<file path="src/rtl/neuron_mac_if.sv">
// Bundle of signals between the neuron sequencer and its environment:
// start/bias control, shared weight/activation memory port, output stream.
// The slave modport is the sequencer side; master is the environment
// that owns the memories, the bias source and the downstream consumer.
interface neuron_mac_if #(
  parameter int ADDR_W = 5,
  parameter int DATA_W = 16
);
  logic              start;
  logic [DATA_W-1:0] bias;
  logic              busy;
  logic [ADDR_W-1:0] mem_addr;
  logic              w_en;
  logic [DATA_W-1:0] w_do;
  logic              x_en;
  logic [DATA_W-1:0] x_do;
  logic [DATA_W-1:0] out_data;
  logic              out_valid;
  logic              out_ready;

  modport slave (
    input  start, bias, w_do, x_do, out_ready,
    output busy, mem_addr, w_en, x_en, out_data, out_valid
  );

  modport master (
    output start, bias, w_do, x_do, out_ready,
    input  busy, mem_addr, w_en, x_en, out_data, out_valid
  );
endinterface

</file>
<file path="src/rtl/neuron_mac_seq.sv">
// Single-neuron MAC sequencer: walks taps 0..N_TAPS-1 over a shared address to
// the weight BRAM and activation memory (both read on negedge), accumulates
// W*X in Q8.8, adds the bias, saturates, and presents the result valid/ready.
// Optional macro NEURON_RELU_EN clamps negative results to zero.
module neuron_mac_seq #(
  parameter int N_TAPS = 28,
  parameter int ADDR_W = 5,
  parameter int DATA_W = 16,
  parameter int FRAC_W = 8,
  parameter int ACC_W  = 40
) (
  input  logic          clk,
  input  logic          rst,
  neuron_mac_if.slave   bus
);

  typedef enum logic [1:0] {IDLE, RUN, FINISH, OUTPUT} state_t;

  localparam int                       PROD_W  = 2 * DATA_W;
  localparam logic signed [ACC_W-1:0]  SAT_MAX = (ACC_W'(1) <<< (DATA_W - 1)) - ACC_W'(1);
  localparam logic signed [ACC_W-1:0]  SAT_MIN = -SAT_MAX - ACC_W'(1);
  localparam logic [ADDR_W-1:0]        LAST_M1 = ADDR_W'(N_TAPS - 2);

  state_t                    state_q, state_d;
  logic [ADDR_W-1:0]         addr_q, addr_d;
  logic                      en_q, en_d;
  logic signed [ACC_W-1:0]   acc_q, acc_d;
  logic signed [DATA_W-1:0]  bias_q, bias_d;
  logic signed [DATA_W-1:0]  out_q, out_d;
  logic                      vld_q, vld_d;

  logic signed [PROD_W-1:0]  prod;
  logic signed [ACC_W-1:0]   acc_sum, bias_sh, total, shr;
  logic signed [DATA_W-1:0]  sat, res;

  // Datapath: full-width product, running sum including the current tap,
  // bias aligned to the product's Q16.16 scale, then rescale and clamp.
  always_comb begin
    prod    = $signed(bus.w_do) * $signed(bus.x_do);
    acc_sum = acc_q + {{(ACC_W-PROD_W){prod[PROD_W-1]}}, prod};
    bias_sh = {{(ACC_W-DATA_W){bias_q[DATA_W-1]}}, bias_q} <<< FRAC_W;
    total   = acc_sum + bias_sh;
    shr     = total >>> FRAC_W;
    if (shr > SAT_MAX)      sat = SAT_MAX[DATA_W-1:0];
    else if (shr < SAT_MIN) sat = SAT_MIN[DATA_W-1:0];
    else                    sat = shr[DATA_W-1:0];
`ifdef NEURON_RELU_EN
    res = sat[DATA_W-1] ? '0 : sat;
`else
    res = sat;
`endif
  end

  // Next-state and next-register values; everything holds unless a state acts.
  always_comb begin
    state_d = state_q;
    addr_d  = addr_q;
    en_d    = en_q;
    acc_d   = acc_q;
    bias_d  = bias_q;
    out_d   = out_q;
    vld_d   = vld_q;
    case (state_q)
      IDLE: if (bus.start) begin
        acc_d   = '0;
        bias_d  = $signed(bus.bias);
        addr_d  = '0;
        en_d    = 1'b1;
        state_d = RUN;
      end
      // Each edge folds in the tap read at the previous address. The last
      // address stays enabled one more cycle so its negedge read happens.
      RUN: begin
        acc_d  = acc_sum;
        addr_d = addr_q + ADDR_W'(1);
        if (addr_q == LAST_M1) state_d = FINISH;
      end
      FINISH: begin
        acc_d   = acc_sum;
        en_d    = 1'b0;
        out_d   = res;
        vld_d   = 1'b1;
        state_d = OUTPUT;
      end
      OUTPUT: if (bus.out_ready) begin
        vld_d   = 1'b0;
        state_d = IDLE;
      end
      default: state_d = IDLE;
    endcase
  end

  // State and datapath registers with synchronous reset priority.
  always_ff @(posedge clk) begin
    if (rst) begin
      state_q <= IDLE;
      addr_q  <= '0;
      en_q    <= 1'b0;
      acc_q   <= '0;
      bias_q  <= '0;
      out_q   <= '0;
      vld_q   <= 1'b0;
    end else begin
      state_q <= state_d;
      addr_q  <= addr_d;
      en_q    <= en_d;
      acc_q   <= acc_d;
      bias_q  <= bias_d;
      out_q   <= out_d;
      vld_q   <= vld_d;
    end
  end

  assign bus.busy      = (state_q != IDLE);
  assign bus.mem_addr  = addr_q;
  assign bus.w_en      = en_q;
  assign bus.x_en      = en_q;
  assign bus.out_data  = out_q;
  assign bus.out_valid = vld_q;

endmodule

</file>
<file path="src/flat_wrapper.sv">
// flat-port wrapper written by rule: the top's interface ports become plain ports
module neuron_mac_seq_flat 
#(
  parameter int N_TAPS = 28,
  parameter int ADDR_W = 5,
  parameter int DATA_W = 16,
  parameter int FRAC_W = 8,
  parameter int ACC_W  = 40
)
  (clk, rst, bus_start, bus_bias, bus_w_do, bus_x_do, bus_out_ready, bus_busy, bus_mem_addr, bus_w_en, bus_x_en, bus_out_data, bus_out_valid);
  neuron_mac_if #(.ADDR_W(ADDR_W), .DATA_W(DATA_W)) bus_i ();
  input  logic clk;
  input  logic rst;
  input wire logic [$bits(bus_i.start)-1:0] bus_start;
  input wire logic [$bits(bus_i.bias)-1:0] bus_bias;
  input wire logic [$bits(bus_i.w_do)-1:0] bus_w_do;
  input wire logic [$bits(bus_i.x_do)-1:0] bus_x_do;
  input wire logic [$bits(bus_i.out_ready)-1:0] bus_out_ready;
  output wire logic [$bits(bus_i.busy)-1:0] bus_busy;
  output wire logic [$bits(bus_i.mem_addr)-1:0] bus_mem_addr;
  output wire logic [$bits(bus_i.w_en)-1:0] bus_w_en;
  output wire logic [$bits(bus_i.x_en)-1:0] bus_x_en;
  output wire logic [$bits(bus_i.out_data)-1:0] bus_out_data;
  output wire logic [$bits(bus_i.out_valid)-1:0] bus_out_valid;
  assign bus_i.start = bus_start;
  assign bus_i.bias = bus_bias;
  assign bus_i.w_do = bus_w_do;
  assign bus_i.x_do = bus_x_do;
  assign bus_i.out_ready = bus_out_ready;
  assign bus_busy = bus_i.busy;
  assign bus_mem_addr = bus_i.mem_addr;
  assign bus_w_en = bus_i.w_en;
  assign bus_x_en = bus_i.x_en;
  assign bus_out_data = bus_i.out_data;
  assign bus_out_valid = bus_i.out_valid;
  neuron_mac_seq #(.N_TAPS(N_TAPS), .ADDR_W(ADDR_W), .DATA_W(DATA_W), .FRAC_W(FRAC_W), .ACC_W(ACC_W)) u_core (.clk(clk), .rst(rst), .bus(bus_i));
endmodule
</file>
<file path="config.mk">
export PLATFORM = sky130hd
export DESIGN_NAME = neuron_mac_seq_flat
export DESIGN_NICKNAME = d
export VERILOG_FILES = /design/src/rtl/neuron_mac_if.sv /design/src/rtl/neuron_mac_seq.sv /design/src/flat_wrapper.sv
export SDC_FILE = /design/constraint.sdc
export NUM_CORES = 1
export LEC_CHECK = 0
export ABC_CLOCK_PERIOD_IN_PS = 11600
export BUFFER_PORTS_ARGS = -buffer_cell sky130_fd_sc_hd__buf_4
export CAP_MARGIN = 10
export CORE_ASPECT_RATIO = 1.5
export CORE_MARGIN = 2
export CORE_UTILIZATION = 59
export DETAILED_ROUTE_END_ITERATION = 10
export GPL_ROUTABILITY_DRIVEN = 0
export PLACE_DENSITY = 0.8
export SYNTH_ARGS = -nofsm -noshare
export SYNTH_HDL_FRONTEND = slang
export SYNTH_SLANG_ARGS = --single-unit
</file>
<file path="constraint.sdc">
create_clock -name clk -period 11.6 [get_ports clk]
set_input_delay 1.74 -clock clk [delete_from_list [all_inputs] [get_ports clk]]
set_output_delay 1.74 -clock clk [all_outputs]
set_load 0.05 [all_outputs]
</file>
* After elaboration in Yosys (flattened, before gate mapping)
Cells that the tools add are included.
Cells by class: reduce and logical (&&, ||, !) cells 13, mux-type cells 14, $mul 1, order comparisons 2, $add $sub $neg 3, equal/unequal tests 7
Operators by type and width (count):
- $pmux W40 S2 | 1
- $add A40 B24 Y40 | 1
- $add A40 B40 Y40 | 1
- $mux W40 | 1
- $gt A32 B16 Y1 const B | 1
- $lt A32 B16 Y1 const B | 1
- $mul A16 B16 Y32 | 1
- $mux W16 | 2
- $pmux W5 S2 | 1
- $reduce_and A2 Y1 | 5
- $reduce_bool A2 Y1 | 5
- $pmux W2 S4 | 1
- $mux W2 | 3
- $add A5 B1 Y5 const B | 1
- $eq A5 B5 Y1 const B | 1
- $mux W5 | 1
- $eq A2 B2 Y1 const B | 2
- $ne A2 B2 Y1 const B | 2
- $pmux W1 S2 | 2
- $reduce_and A3 Y1 | 1
- $eq A2 B1 Y1 const B | 1
- $logic_not A2 Y1 | 1
- $mux W1 | 2
- $ne A2 B1 Y1 const B | 1
- $reduce_or A2 Y1 | 1
Storage, ports and cells: logic and storage cells 47, output and inout bits 25, input bits 52, register bits 81

* Logic depth before layout (Yosys ltp)
Gate-level depths: netlist of run 1.
depth in word-level cells 6, depth in mapped cells 48, gate-level depth less buffers 46

* Worst setup path before layout of run 1
Ideal clock, no wire load.
kind input-to-reg, start point input port bus_x_do[1], end point register u_core.out_q[10], in the netlist u_core.bus.out_data[10], buffers on the path 3, slack -0.010 ns, stages 44, arrival time 11.466 ns, data required time 11.455 ns, library setup time 0.145 ns, cells stage by stage clkbuf_1 > nand2_1 > fa_1 > fa_1 > fa_1 > fa_1 > inv_1 > fa_1 > inv_1 > fa_1 > inv_1 > ha_1 > a21o_1 > a21oi_1 > o31a_1 > o21ai_1 > o211a_1 > o21a_1 > [8 not listed] > nor4_4 > a211oi_1 > o21ai_0 > nand2_1 > a2111oi_0 > nor3_1 > ha_1 > nand2_1 > nor2_1 > nand2_1 > nor3_1 > a21oi_1 > o21ai_0 > xnor2_1 > xnor3_2 > o21bai_2 > buf_4 > a211oi_2
Between the ends: longest elaborated chain between the ends 6, elaborated cells on any way between the ends 7, those cells by class add/sub: 2; mul: 1; order compare: 2; mux: 2
Ends and longest elaborated chain:
- start: declaration | RTL line flat_wrapper.sv:17 | input wire logic [$bits(bus_i.x_do)-1:0] bus_x_do;
- $mul A16 B16 Y32 * | RTL line neuron_mac_seq.sv:39 | prod = $signed(bus.w_do) * $signed(bus.x_do);
- $add A40 B40 Y40 * | RTL line neuron_mac_seq.sv:40 | acc_sum = acc_q + {{(ACC_W-PROD_W){prod[PROD_W-1]}}, prod};
- $add A40 B24 Y40 * | RTL line neuron_mac_seq.sv:42 | total = acc_sum + bias_sh;
- $lt A32 B16 Y1 | RTL line neuron_mac_seq.sv:45 | else if (shr < SAT_MIN) sat = SAT_MIN[DATA_W-1:0];
- $mux W16 | RTL line neuron_mac_seq.sv:45
- $mux W16 * | RTL line neuron_mac_seq.sv:44 | if (shr > SAT_MAX) sat = SAT_MAX[DATA_W-1:0];
- end signal: assignment | RTL line neuron_mac_seq.sv:109 | out_q <= out_d;
- end: declaration | RTL line neuron_mac_seq.sv:29 | logic signed [DATA_W-1:0] out_q, out_d;
Every way passes the cells marked *; elsewhere a longest branch is shown, timed or not. A chain may end at the register's enable or synchronous reset.

* Worst setup path after layout of run 1
start point input port bus_x_do[4], end point register u_core.out_q[9], in the netlist u_core.bus.out_data[9]
The elaborated chain is that of the path after synthesis.

==> results of run 1 <==
==> layout by cell type, fill, tap and decap left out, drive strengths merged, types with 7 or more instances in the layout <==
cell	netlist	layout
inv	333	335
fa	264	264
buf	7	231
nand2	213	213
ha	160	160
and2	131	131
nor2	122	122
a21oi	105	105
dfxtp	81	81
xnor2	72	72
a21o	47	47
o21ai	42	42
a22oi	39	39
xor2	28	28
o21a	23	23
a211oi	21	21
nand4	19	19
nand2b	18	18
nand3	18	18
nor3	13	13
nor2b	11	11
clkbuf	60	11
o21bai	11	11
a31oi	8	8
and4	7	7
==> flip-flops by register name, indices dropped and copies added, names as in the netlist <==
| name | count |
|---|---|
| u_core.bus.w_en | 1 |
| u_core.bus.mem_addr | 5 |
| u_core.bias_q | 16 |
| u_core.acc_q | 40 |
| u_core.bus.out_data | 16 |
| u_core.state_q | 2 |
| u_core.bus.out_valid | 1 |
==> kinds of logic (layout without fill, tap and decap cells) <==
logic type                 Yosys count  count (layout)  synth area share, %
and+or+nand+nor                    582             582                 17.0
adders and majority gates          424             424                 43.8
buffers and inverters              400             581                 9.13
AOI/OAI and AO/OA                  354             354                 14.8
xor gates and xnor gates           101             101                 5.45
DFF                                 81              81                 9.74
muxes                                2               2                0.120
==> area by class of cell <==
| class | count | area [sq um] |
|---|---|---|
| Multi-Input combinational cell | 1463 | 14000 |
| Fill cell | 2010 | 8390 |
| Timing Repair Buffer | 232 | 1830 |
| Sequential cell | 81 | 1620 |
| Inverter | 333 | 1250 |
| Tap cell | 346 | 433 |
| Clock buffer | 10 | 229 |
| Clock inverter | 6 | 75.1 |
==> worst paths after layout <==
path	end	slack, ns	cells after the start
min	u_core.bus.out_data[15]$_SDFFE_PP0P_	0.47	2
max	u_core.bus.out_data[9]$_SDFFE_PP0P_	0.13	45
max reg2reg	u_core.bus.out_data[9]$_SDFFE_PP0P_	5.61	28
min reg2reg	u_core.bus.out_data[15]$_SDFFE_PP0P_	0.47	2
==> through the flow <==
step           area, sq um  setup slack (ns)  hold slack [ns]
2_1_floorplan        16700            0.0109            0.441
3_3_place_gp         18400            -0.131            0.456
3_5_place_dp         18400            -0.461            0.453
4_1_cts              18800            0.0151            0.464
5_1_grt              19500            -0.360            0.486
6_report             19500             0.128            0.465
==> per-layer routing <==
metal	wire [microns]	vias to the layer above	share of wire, %	track usage, %
li1	-	6599	-	-
met1	15800	7080	37	32.3
met2	23200	469	54	54.2
met3	1950	131	4.6	2.85
met4	1630	0	3.8	10.2
met5	0	-	0	0
==> timing repair <==
item / 4_1_cts / 5_1_grt
gates cloned: 0 / 1
setup buffers: 4 / 23
gates resized for setup: 12 / 109
pin swaps: 3 / 86
endpoints found under the setup margin: 15 / 16
==> worst max-delay path: cells and delay by family <==
| family | cells | cell delay [ns] |
|---|---|---|
| buf+inv | 8 | 0.79 |
| xor+xnor | 4 | 0.86 |
| compound gates | 19 | 3.43 |
| simple gates | 5 | 0.79 |
| fa+ha+maj | 9 | 4.05 |
==> flow_summary_export.csv, run 1 <==
group,metric,value,unit
synth,synth.area.top_cells,"fa_1 32%, ha_1 12%, dfxtp_1 9.7%, inv_1 7.5%, and2_1 4.9%",
synth,synth_cell_types,77,
grt,grt_max_degree,82,
detailed_routing,viasPerCell,5.78,
clock_tree,htreeDepth,3,
sta,min_period,11.47,ns
sta,maxSlewHeadroom,34.4,%
detailed_routing,wl_per_cell,17.2,microns
setup_path,max_stage_delay,0.56,ns
min_path,hp-class,"reg2reg",
sta,fin_skew,0.0148,ns
setup_path,worstPathRequired,11.81,ns
setup_path,critPathSlowestCell,"fa_1",
detailed_routing,drtIter0Drc,694,
grt,antenna_found_initial,0,
synth,yosysTopAreaCellShare,31.7,%
floorplan,die_area,29600,sq um
clock_tree,clockBufferDepth,2,
clock_tree,cts_made_buffers,9,
synth,ys.flop_type,"dfxtp_1",
grt,grt_usage,28.3,%
sta,grt_setup_unrepaired,"true",
floorplan,start_util,59.8,%
synth,synth_largest_area_cell,"fa_1",
run_status,outcome,"complete, no violations",
sta,worstMarginPinSlew,0.985,ns
synth,synth_common_cells,"333 x inv_1, 264 x fa_1, 210 x nand2_1, 160 x ha_1, 131 x and2_1",
setup_path,worstSetupEndpointType,"flip-flop",
synth,synth_edf_count,0,
synth,synth_warnings,0,
clock_tree,clock-root-buffer,"clkbuf_16",
synth,syn-cell-area,16700,sq um
min_path,hold_start,"u_core.bus.out_data[15]$_SDFFE_PP0P_",
grt,grt_pass1_wl,69.5,mm
detailed_routing,drc,0,
clock_tree,clk_latency,0.36,ns
synth,syn_inst,1944,
job,drv_cap,0,
setup_path,worstReg2RegStart,"u_core.acc_q[0]$_SDFFE_PP0P_",
sta,hold_violations,0,
placement,port_buffers,76,
clock_tree,cts_tree,"yes",
floorplan,fp-row-count,75,
cells_and_area,final_util,69.9,%
sta,period_share,98.9,%
sta,fmax,87.2,MHz
detailed_routing,drtPass1Iterations,5,
setup_path,crit_start,"bus_x_do[4]",
synth,ys_ff_latch,81,
grt,grt_pass1_vias,15199,
cells_and_area,final_cells,2471,
floorplan,coreArea,27900,sq um
synth,yosysMostFrequentCell,"inv_1",
grt,overflow,0,
sta,drv_slew,0,
synth,ys_seq_area_share,9.74,%
cells_and_area,antenna_cells,0,
cells_and_area,drive_gt1_share,17.3,%
floorplan,fp.dieH,210,microns
detailed_routing,num_vias,14279,
sta,tns,0,ns
placement,hpwl,33.2,mm
synth,async_flop_share,0,%
synth,syn_area_per_cell,8.57,sq um
floorplan,die_w,141,microns
clock_tree,clkSinkCount,81,
setup_path,worstSetupPathType,"in2reg",
setup_path,cpMostUsedCell,"fa_1",
setup_path,crit_arrival,11.68,ns
detailed_routing,routed_wl,42.6,mm
detailed_routing,final_antenna_net_count,0,
sta,setup_viol,0,
setup_path,crit_fanout,5,
floorplan,ios,77,
clock_tree,clk_pin_slew,0.08,ns
cells_and_area,fin_nets,2596,
cells_and_area,syn_to_final_growth,17.0,%
synth,syn_nets,2420,
setup_path,worst_setup_path_start_kind,"input port",
placement,dp.cells,2427,
clock_tree,hold_buffers,0,
Power of run 1 is not shown: default switching activity piles up to over one toggle a cycle in this logic, so the estimate is an artifact.
==> inputs of run 2 (changes only) <==
--- a/config.mk
+++ b/config.mk
@@ -9,7 +9,7 @@
 export BUFFER_PORTS_ARGS = -buffer_cell sky130_fd_sc_hd__buf_4
 export CAP_MARGIN = 10
 export CORE_ASPECT_RATIO = 1.5
-export CORE_MARGIN = 2
+export CORE_MARGIN = 3
 export CORE_UTILIZATION = 59
 export DETAILED_ROUTE_END_ITERATION = 10
 export GPL_ROUTABILITY_DRIVEN = 0
==> constraint.sdc (replaced) <==
create_clock -name clk -period 11.6 [get_ports clk]
set_input_delay 0.58 -clock clk [delete_from_list [all_inputs] [get_ports clk]]
set_output_delay 0.58 -clock clk [all_outputs]
set_load 0.05 [all_outputs]
==> run 2 against run 1 <==
Against the previous run: hold slack lost 0.0086 ns; via count decreased by 5.3%; sequential share of layout area up 0.77 points; global-route usage is 1.1 points lower; non-clock buffer count decreased by 143; setup slack improved by 0.50 ns; critical path type unchanged.
==> flow_summary_export.csv, run 2 (synthesis gave the netlist of run 1 again) <==
group,metric,value,unit
run_status,outcome,"complete, no violations",
floorplan,die_w,143,microns
cells_and_area,syn_to_final_growth,7.05,%
sta,drv_slew,0,
cells_and_area,antenna_cells,0,
detailed_routing,wl_per_cell,16.9,microns
grt,grt_usage,27.2,%
sta,worstMarginPinSlew,0.836,ns
grt,antenna_found_initial,0,
detailed_routing,drtPass1Iterations,7,
grt,grt_max_degree,63,
cells_and_area,layout_common_cells,"333 x inv_1, 264 x fa_1, 210 x nand2_1, 160 x ha_1, 131 x and2_1",
detailed_routing,final_antenna_net_count,0,
clock_tree,htreeDepth,3,
clock_tree,hold_buffers,0,
setup_path,worstPathRequired,11.79,ns
sta,setup_viol,0,
setup_path,reg2reg_slack,5.48,ns
cells_and_area,final_cells,2324,
sta,min_period,10.97,ns
min_path,hp-class,"reg2reg",
setup_path,cpMostUsedCell,"fa_1",
detailed_routing,num_vias,13520,
min_path,hold_path_depth,2,
cells_and_area,drive_gt1_share,7.37,%
clock_tree,clk_pin_slew,0.07,ns
floorplan,fp-row-count,74,
placement,port_buffers,76,
floorplan,ios,77,
detailed_routing,drc,0,
setup_path,worstSetupPathType,"in2reg",
floorplan,die_area,30300,sq um
job,drv_cap,0,
min_path,hold_start,"u_core.bus.out_data[15]$_SDFFE_PP0P_",
clock_tree,clockBufferDepth,2,
detailed_routing,viasPerCell,5.82,
sta,period_share,94.6,%
setup_path,crit_fanout,16,
grt,overflow,0,
placement,hpwl,32.0,mm
clock_tree,clk_latency,0.35,ns
sta,hold_violations,0,
floorplan,coreArea,27500,sq um
cells_and_area,fin_nets,2453,
sta,maxSlewHeadroom,44.2,%
cells_and_area,register_area,1620,sq um
cells_and_area,final_common_cell,"inv_1",
setup_path,crit_arrival,11.16,ns
min_path,hold_end,"u_core.bus.out_data[15]$_SDFFE_PP0P_",
cells_and_area,multi_input_area,13500,sq um
clock_tree,clkSinkCount,81,
sta,tns,0,ns
setup_path,worstReg2RegStart,"u_core.acc_q[0]$_SDFFE_PP0P_",
clock_tree,cts_tree,"yes",
sta,fin_skew,0.00666,ns
grt,grt_pass1_vias,14563,
setup_path,worst_setup_path_start_kind,"input port",
cells_and_area,largest_reg_flops,40,
detailed_routing,drtIter0Drc,723,
setup_path,reg2reg_to,"u_core.bus.out_data[3]$_SDFFE_PP0P_",
clock_tree,clock-root-buffer,"clkbuf_16",
cells_and_area,final_util,64.8,%
floorplan,fp.dieH,212,microns
floorplan,start_util,60.6,%
setup_path,reg2reg_depth,27,
sta,grt_setup_unrepaired,"false",
setup_path,critPathSlowestCell,"fa_1",
clock_tree,cts_made_buffers,9,
cells_and_area,top_register,"u_core.acc_q",
setup_path,max_stage_delay,0.55,ns
placement,dp.cells,2302,
sta,fmax,91.2,MHz
cells_and_area,fillers,2237,
detailed_routing,routed_wl,39.2,mm
grt,grt_pass1_wl,67.9,mm
setup_path,worstSetupEndpointType,"flip-flop",
run 2: cell types whose count changed in the layout (fill, tap and decap cells not counted), moves of 7 or more:
cell / delta
a21oi_2: -13
o21ai_0: +7
buf_4: -129
a21oi_1: +15
buf_6: -10
ha_1: +10
run 2: worst max-delay path by stage:
stage                start                              endpoint  depth (start not counted)
2_1_floorplan  bus_x_do[1]  u_core.bus.out_data[10]$_SDFFE_PP0P_                         44
3_3_place_gp   bus_x_do[4]   u_core.bus.out_data[4]$_SDFFE_PP0P_                         43
3_5_place_dp   bus_x_do[4]   u_core.bus.out_data[4]$_SDFFE_PP0P_                         43
4_1_cts        bus_x_do[4]   u_core.bus.out_data[3]$_SDFFE_PP0P_                         43
5_1_grt        bus_x_do[4]   u_core.bus.out_data[3]$_SDFFE_PP0P_                         44
6_report       bus_x_do[4]   u_core.bus.out_data[3]$_SDFFE_PP0P_                         44
run 2: critical path: cells and delay by family:
family,cells,cell delay [ns]
XOR/XNOR,1,0.14
AO/OA/AOI/OAI,20,3.99
AND/OR/NAND/NOR,8,1.68
buffers and inverters,6,0.63
adder cells (fa/ha/maj),9,4.13
run 2: metal layers:
| layer | track usage, % | part of all wire [%] |
|---|---|---|
| met1 | 33.2 | 39 |
| met2 | 49.0 | 52 |
| met3 | 2.31 | 4.9 |
| met4 | 11.4 | 4.1 |
| met5 | 0 | 0 |
run 2: area by class of cell:
type / count / area share (%)
Clock buffer: 9 / 1.26
Clock inverter: 7 / 0.597
Inverter: 333 / 7.01
Multi-Input combinational cell: 1463 / 75.9
Sequential cell: 81 / 9.10
Tap cell: 342 / 2.40
Timing Repair Buffer: 89 / 3.75
run 2: what timing repair did:
action,in CTS,in global routing
endpoints found under the setup margin,0,5
resized for setup,0,3
buffers inserted,0,6
run 2: stage by stage:
step	cell area (sq um)	hold slack (ns)	setup WS [ns]
after floorplan	16700	0.441	1.15
after CTS	17800	0.457	0.541
after detailed placement	17400	0.448	0.347
after global placement	17400	0.449	0.724
after global routing	17800	0.475	0.0415
final	17800	0.456	0.632
Power of run 2 is left out for the same reason.
==> inputs of run 3 (changes only) <==
--- a/config.mk
+++ b/config.mk
@@ -9,7 +9,6 @@
 export BUFFER_PORTS_ARGS = -buffer_cell sky130_fd_sc_hd__buf_4
 export CAP_MARGIN = 10
 export CORE_ASPECT_RATIO = 1.5
-export CORE_MARGIN = 3
 export CORE_UTILIZATION = 59
 export DETAILED_ROUTE_END_ITERATION = 10
 export GPL_ROUTABILITY_DRIVEN = 0
==> run 3 against run 2 <==
Against the previous run: the flow now finishes with violations (DRC); die area is 4.6% lower; via count is 1.2% lower; non-clock buffer count down 7; count of clock-buffer cells in the layout increased by 1; flip-flop and latch count did not move; sequential share of layout area grew 0.051 points; critical path depth shrank 1; design area is 0.55% lower; critical path type unchanged.
==> flow_summary_export.csv, run 3 (synthesis gave the netlist of run 1 again) <==
group,metric,value,unit
setup_path,worst_setup_path_start_kind,"input port",
cells_and_area,largest_reg_flops,40,
setup_path,crit_fanout,16,
setup_path,worstSetupPathType,"in2reg",
setup_path,worstSetupEndpointType,"flip-flop",
detailed_routing,wl_per_cell,16.4,microns
cells_and_area,final_common_cell,"inv_1",
grt,grt_usage,28.2,%
detailed_routing,drtPass1Iterations,10,
cells_and_area,fin_nets,2446,
setup_path,cpMostUsedCell,"fa_1",
sta,tns,0,ns
clock_tree,ctsResizeCount,0,
placement,port_buffers,76,
sta,drv_slew,0,
detailed_routing,drc,8,
clock_tree,clockBufferDepth,2,
clock_tree,hold_buffers,0,
floorplan,fp-row-count,75,
detailed_routing,final_antenna_net_count,0,
setup_path,reg2reg_depth,27,
sta,setup_ws,0.568,ns
cells_and_area,layout_common_cells,"333 x inv_1, 264 x fa_1, 210 x nand2_1, 160 x ha_1, 131 x and2_1",
detailed_routing,drtIter0Drc,695,
sta,worstMarginPinSlew,0.936,ns
setup_path,reg2reg_slack,5.65,ns
clock_tree,cts_made_buffers,9,
grt,antenna_found_initial,0,
floorplan,fp.dieH,208,microns
cells_and_area,top_register,"u_core.acc_q",
detailed_routing,viasPerCell,5.76,
min_path,hold_end,"u_core.bias_q[0]$_SDFFE_PP0P_",
sta,grt_setup_unrepaired,"false",
floorplan,ios,77,
setup_path,crit_arrival,11.28,ns
setup_path,worstPathRequired,11.85,ns
clock_tree,clkSinkCount,81,
min_path,hold_start,"u_core.bias_q[0]$_SDFFE_PP0P_",
setup_path,worstReg2RegStart,"u_core.acc_q[0]$_SDFFE_PP0P_",
min_path,hp-class,"reg2reg",
clock_tree,post_cts_buffers,0,
run_status,outcome,"finished with violations",
grt,grt_max_degree,82,
setup_path,critPathSlowestCell,"fa_1",
sta,period_share,95.1,%
detailed_routing,routed_wl,38.1,mm
sta,maxSlewHeadroom,37.6,%
placement,hpwl,31.4,mm
cells_and_area,syn_to_final_growth,6.45,%
detailed_routing,num_vias,13358,
sta,fmax,90.6,MHz
grt,grt_pass1_wl,66.5,mm
cells_and_area,antenna_cells,0,
job,drv_cap,0,
setup_path,reg2reg_to,"u_core.bus.out_data[3]$_SDFFE_PP0P_",
clock_tree,clk_latency,0.34,ns
clock_tree,clock-root-buffer,"clkbuf_16",
setup_path,max_stage_delay,0.55,ns
min_path,hold_path_depth,2,
clock_tree,htreeDepth,3,
floorplan,start_util,59.8,%
floorplan,die_area,28900,sq um
sta,setup_viol,0,
sta,min_period,11.03,ns
clock_tree,cts_tree,"yes",
grt,grt_pass1_vias,14392,
floorplan,die_w,139,microns
placement,post-place-ws,0.409,ns
sta,hold_violations,0,
clock_tree,clk_pin_slew,0.06,ns
run_status,violations,"DRC",
cells_and_area,drive_gt1_share,6.84,%
floorplan,coreArea,27900,sq um
sta,fin_skew,0.00533,ns
grt,overflow,0,
## run 3: layout make-up
cell class / count / area (sq um)
clock buffers: 10 / 229
well taps: 346 / 433
repair buffers: 82 / 616
multi-input cells: 1463 / 13500
clock inverters: 5 / 63.8
flip-flops and latches: 81 / 1620
inverters: 333 / 1250
fillers: 2272 / 10100
## run 3: worst max path at each step
stage,from,to,slack [ns],cells past startpoint
4_1_cts,bus_x_do[4],u_core.bus.out_data[3]$_SDFFE_PP0P_,0.66,43
5_1_grt,bus_x_do[4],u_core.bus.out_data[3]$_SDFFE_PP0P_,0.03,43
2_1_floorplan,bus_x_do[1],u_core.bus.out_data[10]$_SDFFE_PP0P_,1.15,44
3_5_place_dp,bus_x_do[4],u_core.bus.out_data[4]$_SDFFE_PP0P_,0.41,43
6_report,bus_x_do[4],u_core.bus.out_data[3]$_SDFFE_PP0P_,0.57,43
3_3_place_gp,bus_x_do[4],u_core.bus.out_data[3]$_SDFFE_PP0P_,0.66,43
## run 3: critical path, delay by kind of cell
kind | cells | cell delay, ns
buffers and inverters | 5 | 0.38
and+or+nand+nor | 6 | 1.26
xor gates and xnor gates | 2 | 0.37
adders and majority gates | 9 | 4.11
AOI/OAI and AO/OA | 21 | 4.54
## run 3: metal layers
layer,part of all wire [%],GRT usage (%),vias to the layer above
met5,0,0,-
met4,4.0,12.5,0
met1,39,32.2,6562
met2,53,52.4,389
li1,-,-,6299
met3,4.6,3.18,108
## run 3: stage by stage
step / instances / utilization [%] / area, sq um / hold slack, ns
2_1_floorplan: 1944 / - / 16700 / 0.441
3_3_place_gp: 2305 / 62.6 / 17400 / 0.452
3_5_place_dp: 2305 / 62.6 / 17400 / 0.454
4_1_cts: 2320 / 63.6 / 17700 / 0.463
5_1_grt: 2320 / 63.6 / 17700 / 0.486
6_report: 2320 / 63.6 / 17700 / 0.464
Power of run 3 is left out for the same reason.
